===== src/rtl/alu_pkg.sv =====
// Shared opcode encoding and width constants for the 4-bit ALU.
package alu_pkg;

  localparam int OPW  = 4;
  localparam int RESW = 8;

  typedef enum logic [2:0] {
    OP_ADD = 3'b000,
    OP_SUB = 3'b001,
    OP_MUL = 3'b010,
    OP_DIV = 3'b011,
    OP_LSL = 3'b100,
    OP_LSR = 3'b101,
    OP_AND = 3'b110,
    OP_OR  = 3'b111
  } op_e;

endpackage


===== src/rtl/alu_4bit_shifter.sv =====
// Logical shifter for the ALU: LSL widens into the full 8-bit result,
// LSR stays within the 4-bit operand. Carry reports bits lost or spilled.
module alu_shifter
  import alu_pkg::*;
(
  input  logic [OPW-1:0]  a,
  input  logic [OPW-1:0]  b,
  input  logic            shift_right,
  output logic [RESW-1:0] res,
  output logic            carry
);

  logic [RESW-1:0] lsl_res;
  logic [OPW-1:0]  lsr_res;
  logic [OPW-1:0]  lsr_back;

  // Shift amounts past the operand width naturally produce zero.
  always_comb begin
    lsl_res  = {{(RESW-OPW){1'b0}}, a} << b;
    lsr_res  = a >> b;
    // Shifting the LSR result back exposes exactly the bits that fell off.
    lsr_back = lsr_res << b;
    if (shift_right) begin
      res   = {{(RESW-OPW){1'b0}}, lsr_res};
      carry = |(a ^ lsr_back);
    end else begin
      res   = lsl_res;
      carry = |lsl_res[RESW-1:OPW];
    end
  end

endmodule


===== src/rtl/alu_4bit.sv =====
// Registered 4-bit ALU: one-cycle latency, result and flags held between
// requests, out_valid pulses once per captured request.
module alu_4bit
  import alu_pkg::*;
(
  input  logic            clk,
  input  logic            rst,
  input  logic            in_valid,
  input  logic [OPW-1:0]  a,
  input  logic [OPW-1:0]  b,
  input  logic [2:0]      sel,
  output logic [RESW-1:0] out,
  output logic            cflag,
  output logic            zflag,
  output logic            out_valid
);

  logic [RESW-1:0] out_d, out_q;
  logic            cflag_d, cflag_q;
  logic            zflag_d, zflag_q;
  logic            out_valid_d, out_valid_q;

  logic [RESW-1:0] res;
  logic            res_c;
  logic [RESW-1:0] sh_res;
  logic            sh_c;
  logic [OPW:0]    sum;
  logic [OPW-1:0]  diff;
  logic [RESW-1:0] prod;
  logic [OPW-1:0]  quot;
  logic [OPW-1:0]  rem;

  alu_shifter u_shifter (
    .a           (a),
    .b           (b),
    .shift_right (sel[0]),
    .res         (sh_res),
    .carry       (sh_c)
  );

  // Opcode datapath: all operations evaluated, the selected one muxed out.
  always_comb begin
    sum   = {1'b0, a} + {1'b0, b};
    diff  = a - b;
    prod  = {{(RESW-OPW){1'b0}}, a} * {{(RESW-OPW){1'b0}}, b};
    quot  = a / b;
    rem   = a % b;
    res   = '0;
    res_c = 1'b0;
    case (op_e'(sel))
      OP_ADD: begin
        res   = {{(RESW-OPW-1){1'b0}}, sum};
        res_c = sum[OPW];
      end
      OP_SUB: begin
        res   = {{(RESW-OPW){1'b0}}, diff};
        res_c = (a < b);
      end
      OP_MUL: begin
        res   = prod;
        res_c = |prod[RESW-1:OPW];
      end
      OP_DIV: begin
        // Divide-by-zero reports all-ones quotient and passes a through as remainder.
        if (b == '0) begin
          res   = {a, {OPW{1'b1}}};
          res_c = 1'b1;
        end else begin
          res   = {rem, quot};
          res_c = 1'b0;
        end
      end
      OP_LSL, OP_LSR: begin
        res   = sh_res;
        res_c = sh_c;
      end
      OP_AND: res = {{(RESW-OPW){1'b0}}, a & b};
      OP_OR:  res = {{(RESW-OPW){1'b0}}, a | b};
      default: begin
        res   = '0;
        res_c = 1'b0;
      end
    endcase
  end

  // Capture on a valid request, otherwise hold the previous result.
  always_comb begin
    out_d       = out_q;
    cflag_d     = cflag_q;
    zflag_d     = zflag_q;
    out_valid_d = 1'b0;
    if (in_valid) begin
      out_d       = res;
      cflag_d     = res_c;
      zflag_d     = (res == '0);
      out_valid_d = 1'b1;
    end
  end

  // Output register stage; reset wins over a same-cycle request.
  always_ff @(posedge clk) begin
    if (rst) begin
      out_q       <= '0;
      cflag_q     <= 1'b0;
      zflag_q     <= 1'b1;
      out_valid_q <= 1'b0;
    end else begin
      out_q       <= out_d;
      cflag_q     <= cflag_d;
      zflag_q     <= zflag_d;
      out_valid_q <= out_valid_d;
    end
  end

  assign out       = out_q;
  assign cflag     = cflag_q;
  assign zflag     = zflag_q;
  assign out_valid = out_valid_q;

endmodule


===== config.mk =====
export PLATFORM = sky130hd
export DESIGN_NAME = alu_4bit
export DESIGN_NICKNAME = d
export VERILOG_FILES = /design/src/rtl/alu_pkg.sv /design/src/rtl/alu_4bit_shifter.sv /design/src/rtl/alu_4bit.sv
export SDC_FILE = /design/constraint.sdc
export NUM_CORES = 1
export LEC_CHECK = 0
export ABC_AREA = 1
export CORE_UTILIZATION = 50
export DETAILED_ROUTE_END_ITERATION = 16
export GPL_TIMING_DRIVEN = 0
export HOLD_SLACK_MARGIN = 0.15
export PLACE_DENSITY = 0.8
export SLEW_MARGIN = 5
export SYNTH_ARGS = -nofsm -noshare
export SYNTH_HDL_FRONTEND = slang
export SYNTH_SLANG_ARGS = --single-unit

===== constraint.sdc =====
create_clock -name clk -period 6.55 [get_ports clk]
set_input_delay 1.31 -clock clk [delete_from_list [all_inputs] [get_ports clk]]
set_output_delay 1.31 -clock clk [all_outputs]
set_load 0.01 [all_outputs]

# Word-level counts from Yosys, hierarchy flattened
# Cells that the tools add are included.
# word_totals
ff_bits	11
word_cells	37
inputBits	14
output_inout_bits	11
# op_classes
eq_ne	7
div	2
multipliers	1
n_reduce_logical	7
bitwise_logic	3
addsub	2
muxes	7
shift	3
order_cmp	1
# op_table
op	n
8-bit case mux with 7 select lines	1
8-bit two-way mux	2
3-bit equality test, second input constant	4
4-bit OR reduction	3
8-bit logical NOT	1
4-bit by 4-bit multiplier with 8-bit output	1
4-bit by 4-bit left shift with 8-bit output	1
3-bit by 2-bit equality test with 1-bit output, second input constant	2
4-bit by 4-bit adder with 5-bit output	1
1-bit case mux with 5 select lines	1
4-bit AND	1
4-bit by 4-bit divider with 4-bit output	1
4-bit logical NOT	1
4-bit < comparator	1
4-bit by 4-bit remainder unit with 4-bit output	1
4-bit bitwise OR	1
4-bit by 4-bit left shift with 4-bit output	1
4-bit by 4-bit >> shifter with 4-bit output	1
4-bit subtractor	1
4-bit XOR	1
3-bit by 1-bit equality test with 1-bit output, second input constant	1
3-bit logical NOT	1
1-bit two-way mux	3
2-bit OR reduction	1

# Longest topological paths before layout
# logic_depth
ltp_word	6
ltp_mapped	35
ltp_nobuf	35

# By module
# From an unflattened synthesis, not the netlist that was laid out.
# unflattened
cells_unflattened	450
hier_area_um2	2687.6
# by_module_without_submodules
module	cells_per_inst	area_per_inst_um2	seq_area_each_um2	n_inst
alu_4bit	363	2263.4	220.2	1
alu_shifter	87	424.2	0.0	1

# Worst setup path after synthesis
# No wires, ideal clock.
# synth_timing
kind	input to register
start	input b[1]
end	register zflag_q (netlist: zflag)
cell_stages	34
slack_ps	1501
setup_ps	115
arrival_time_ps	4934
n_path_buf	0
cell_sequence	inv_1 -> nand2_2 -> nor2_2 -> nand2_1 -> o21ai_2 -> inv_1 -> ha_1 -> nand2_1 -> nand2_1 -> nand2_1 -> nand2_2 -> nand2_1 -> o21ai_2 -> inv_1 -> ha_1 -> a21oi_1 -> inv_1 -> nand3_1 -> nand3_1 -> inv_1 -> nand2_1 -> and2_1 -> ha_1 -> nand2_1 -> o211ai_1 -> nand2_1 -> o21ai_0 -> inv_1 -> nand2_1 -> nand2_1 -> nand2_1 -> nor2_1 -> nand3_1 -> nand2_1
# synth_between
elab_chain_cells	4
# synth_lines
element	line_no	text
from (decl)	alu_4bit.sv:10	input logic [OPW-1:0] b,
4-bit by 4-bit divider with 4-bit output (tied with other cells)	alu_4bit.sv:46	quot = a / b;
8-bit two-way mux, on equally long branches	alu_4bit.sv:65, alu_4bit_shifter.sv:23	
8-bit case mux with 7 select lines (*)	alu_4bit.sv:50	case (op_e'(sel))
8-bit logical NOT (*)	alu_4bit.sv:95	zflag_d = (res == '0);
to (signal assigned)	alu_4bit.sv:110	zflag_q <= zflag_d;
to (decl)	alu_4bit.sv:20	logic zflag_d, zflag_q;
# Every way passes the cells marked *; elsewhere a longest branch is shown, timed or not.
# A chain may end at the register's enable or synchronous reset.

# Worst setup path in the final report
# layout_timing
start	input b[2]
end	register zflag_q (netlist: zflag)
# The elaborated chain is that of the path after synthesis.

==> results.cfg <==
[global_route]
use_met3_pct = 1.39
grt_overflow = 0
grt_pass1_wl_um = 11500
grt_max_degree = 13
grt_use_met1_pct = 37.5
grt.busiest_layer = met2
track_usage_pct = 27.9
use_met2_pct = 47.8
antenna_found_initial = 0
grt_pass1_vias = 2515

[place]
dp_hpwl_um = 5580
gp_congestion = 0.943
placed_cell_area_sq_um = 2800
placed_cells = 500
portBuffers = 23

[die]
fp.dieH_um = 72.5
die_x_um = 72.5
num_rows = 25
core_area_sq_um = 4750
die-area_sq_um = 5260
ioPinCount = 25
start_util_pct = 52.3

[cells_and_area]
design_area_sq_um = 2860
seq_area_sq_um = 220
layout-drive-gt1-share_pct = 8.90
fin_cells = 505
multiInputGateArea_sq_um = 1980
syn_to_final_growth_pct = 15.1
fill_cells = 498
diodes = 0
fin_nets = 498

[logic_synthesis]
synthesis.area_sq_um = 2490
ys_seq_area_share_pct = 8.85
syn_nets = 469
postSynthAreaPerCell_sq_um = 6.07
yosys_warnings = 0
synthCells = 410
yosysUniqueCellTypes = 37
ys_ff_latch = 11

[clock_tree]
clock_sink_count = 11
cts_tree = yes
cts_made_buffers = 3
worstSkewPairLatency_ps = 240
clk_pin_slew_worst_paths_ps = 50
htree_levels = 1
cts.path.max_buffers = 2
cts.root.buffer_cell = clkbuf_8

[worst_setup_path]
worstPathRequired_ps = 6740
rrSetupSlack_ps = 5880
crit_type = input port to register
cp-end-kind = register
cp.arrival_ps = 6190
cp-start-kind = input port
slowest_delay_ps = 610
r2r_cells = 4
worst_r2r_startpoint = out[6]$_SDFFE_PP0P_
path_common_cell = nand2_1
r2r-end = out[6]$_SDFFE_PP0P_
path_max_fanout = 8
cp_slowest_cell = clkdlybuf4s50_1

[hold_path]
min_to = zflag$_SDFFE_PP1P_
whs_path_depth = 2
holdCritStartpoint = zflag$_SDFFE_PP1P_
worstHoldPathType = register to register

[timing]
min_period_ps = 6000
tightest_slew_ps = 636
fmax_mhz = 167
setup_viol = 0
skew_ps = 0
period_share_pct = 91.6
finalHoldViolCount = 0
slew_violations = 0
rsz0062_at_grt = false
fin_setup_tns_ps = 0
slew_headroom_pct = 57.5

[pwr]
powerDensity_nw_per_um2 = 129
clkPwrFrac_pct = 18.3
pwr-share-comb_pct = 61.4
p_int_mw = 0.205
finalPower_mw = 0.370
p_switching_mw = 0.165
p_leak_nw = 1.53
sw_frac_of_total_pct = 44.7
ir_drop_mv = 0.0633
power_frac_seq_pct = 20.3

[routing]
drc = 0
drt-initial-drc-count = 190
wl_um = 6880
first_pass_iters = 5
vias = 2734
ant_nets = 0
wl_per_cell_um = 13.6
via_per_inst = 5.41

[run]
drv_cap = 0

[outcome]
status = completed
## power by group through the flow
stage	combinational, mW	clock (mW)	sequential (mW)
finish	0.227	0.0675	0.0751
global route	0.257	0.0711	0.0754
CTS	0.221	0.0688	0.0751
detailed placement	0.220	0	0.0764
global placement	0.216	0	0.0760
floorplan	0.153	0	0.0788
## cells in the final DEF (no fill, tap or decap), types with 2 or more instances in the layout
master,instances
buf_2,3
inv_2,7
nand3_1,46
nand2_1,108
or2_2,3
nor3_1,5
ha_1,38
clkdlybuf4s50_1,21
nor3_2,2
xor2_1,4
nor2_2,4
xnor2_1,2
a21oi_1,16
buf_4,3
nor2_1,33
o21ai_0,23
o21ai_2,2
nor2_4,2
clkbuf_8,3
inv_1,58
nand2_2,4
dfxtp_1,11
o211ai_1,3
o21ai_1,4
dlymetal6s2s_1,2
fa_1,7
nand4_1,9
## cells by family (layout without fill, tap and decap cells)
| group | after synthesis | after routing | share of synthesized area [%] |
|---|---|---|---|
| and+or+nand+nor | 223 | 223 | 41.0 |
| adders and majority gates | 45 | 45 | 24.7 |
| AOI/OAI and AO/OA | 53 | 53 | 11.8 |
| DFF | 11 | 11 | 8.85 |
| xor gates and xnor gates | 6 | 6 | 2.11 |
| buffers and inverters | 72 | 100 | 11.4 |
## per-layer routing
metal | vias up | part of all wire [%]
met5 | - | 0
met4 | 0 | 1.0
met3 | 7 | 6.6
met2 | 112 | 47
met1 | 1234 | 45
li1 | 1381 | -
## registers in the layout (all words and copies together), names as in the netlist
register,count
out,8
cflag,1
out_valid,1
zflag,1
## timing repair
| action | 4_1_cts | 5_1_grt |
|---|---|---|
| buffers inserted | 0 | 1 |
| endpoints found under the setup margin | 0 | 6 |
| gates resized for setup | 0 | 3 |
| hold buffers | 0 | 0 |
## critical path, delay by kind of cell
kind                     cells  cell delay [ps]
buffers and inverters        7             1360
adder cells (fa/ha/maj)      3              970
AO/OA/AOI/OAI                4              450
AND/OR/NAND/NOR             20             2070
## cell usage after synthesis (all sizes together)
cell / number / share of area, %
nor4: 1 / 0.25
nand2: 113 / 18
or2: 4 / 1.0
a21oi: 17 / 3.6
nand3: 46 / 9.3
and3: 1 / 0.25
o21ai: 29 / 6.1
o211ai: 3 / 0.91
xor2: 4 / 1.4
a211oi: 1 / 0.30
buf: 5 / 1.2
ha: 38 / 19
and2: 1 / 0.25
dfxtp: 11 / 8.9
xnor2: 2 / 0.70
nand4: 10 / 2.8
a31oi: 1 / 0.25
inv: 67 / 10
o2bb2ai: 1 / 0.35
o21a: 1 / 0.30
nor3: 7 / 1.8
fa: 7 / 5.6
nor2: 40 / 7.7
## per-stage QoR
stage               util (%)  hold WS (ps)  setup slack, ps
floorplan                  -           494             1500
global placement        58.9           458             81.1
detailed placement      58.9           467            -46.5
CTS                     59.9           479              209
global route            60.2           499             52.3
finish                  60.2           475              550
## worst max path at each step
| stage | cells past startpoint | to | start | slack, ps |
|---|---|---|---|---|
| 2_1_floorplan | 34 | zflag$_SDFFE_PP1P_ | b[1] | 1500 |
| 3_3_place_gp | 35 | zflag$_SDFFE_PP1P_ | b[1] | 80 |
| 3_5_place_dp | 35 | zflag$_SDFFE_PP1P_ | b[0] | -50 |
| 4_1_cts | 35 | zflag$_SDFFE_PP1P_ | b[0] | 210 |
| 5_1_grt | 33 | zflag$_SDFFE_PP1P_ | a[3] | 50 |
| 6_report | 34 | zflag$_SDFFE_PP1P_ | b[2] | 550 |
## final cells by class
class	instances	area share, %
clock buffers	4	1.57
well taps	67	2.93
flip-flops and latches	11	7.69
plain buffers	5	1.05
inverters	67	9.00
repair buffers	24	8.48
multi-input cells	327	69.3
Note: power is estimated with default switching activity, not from simulation.
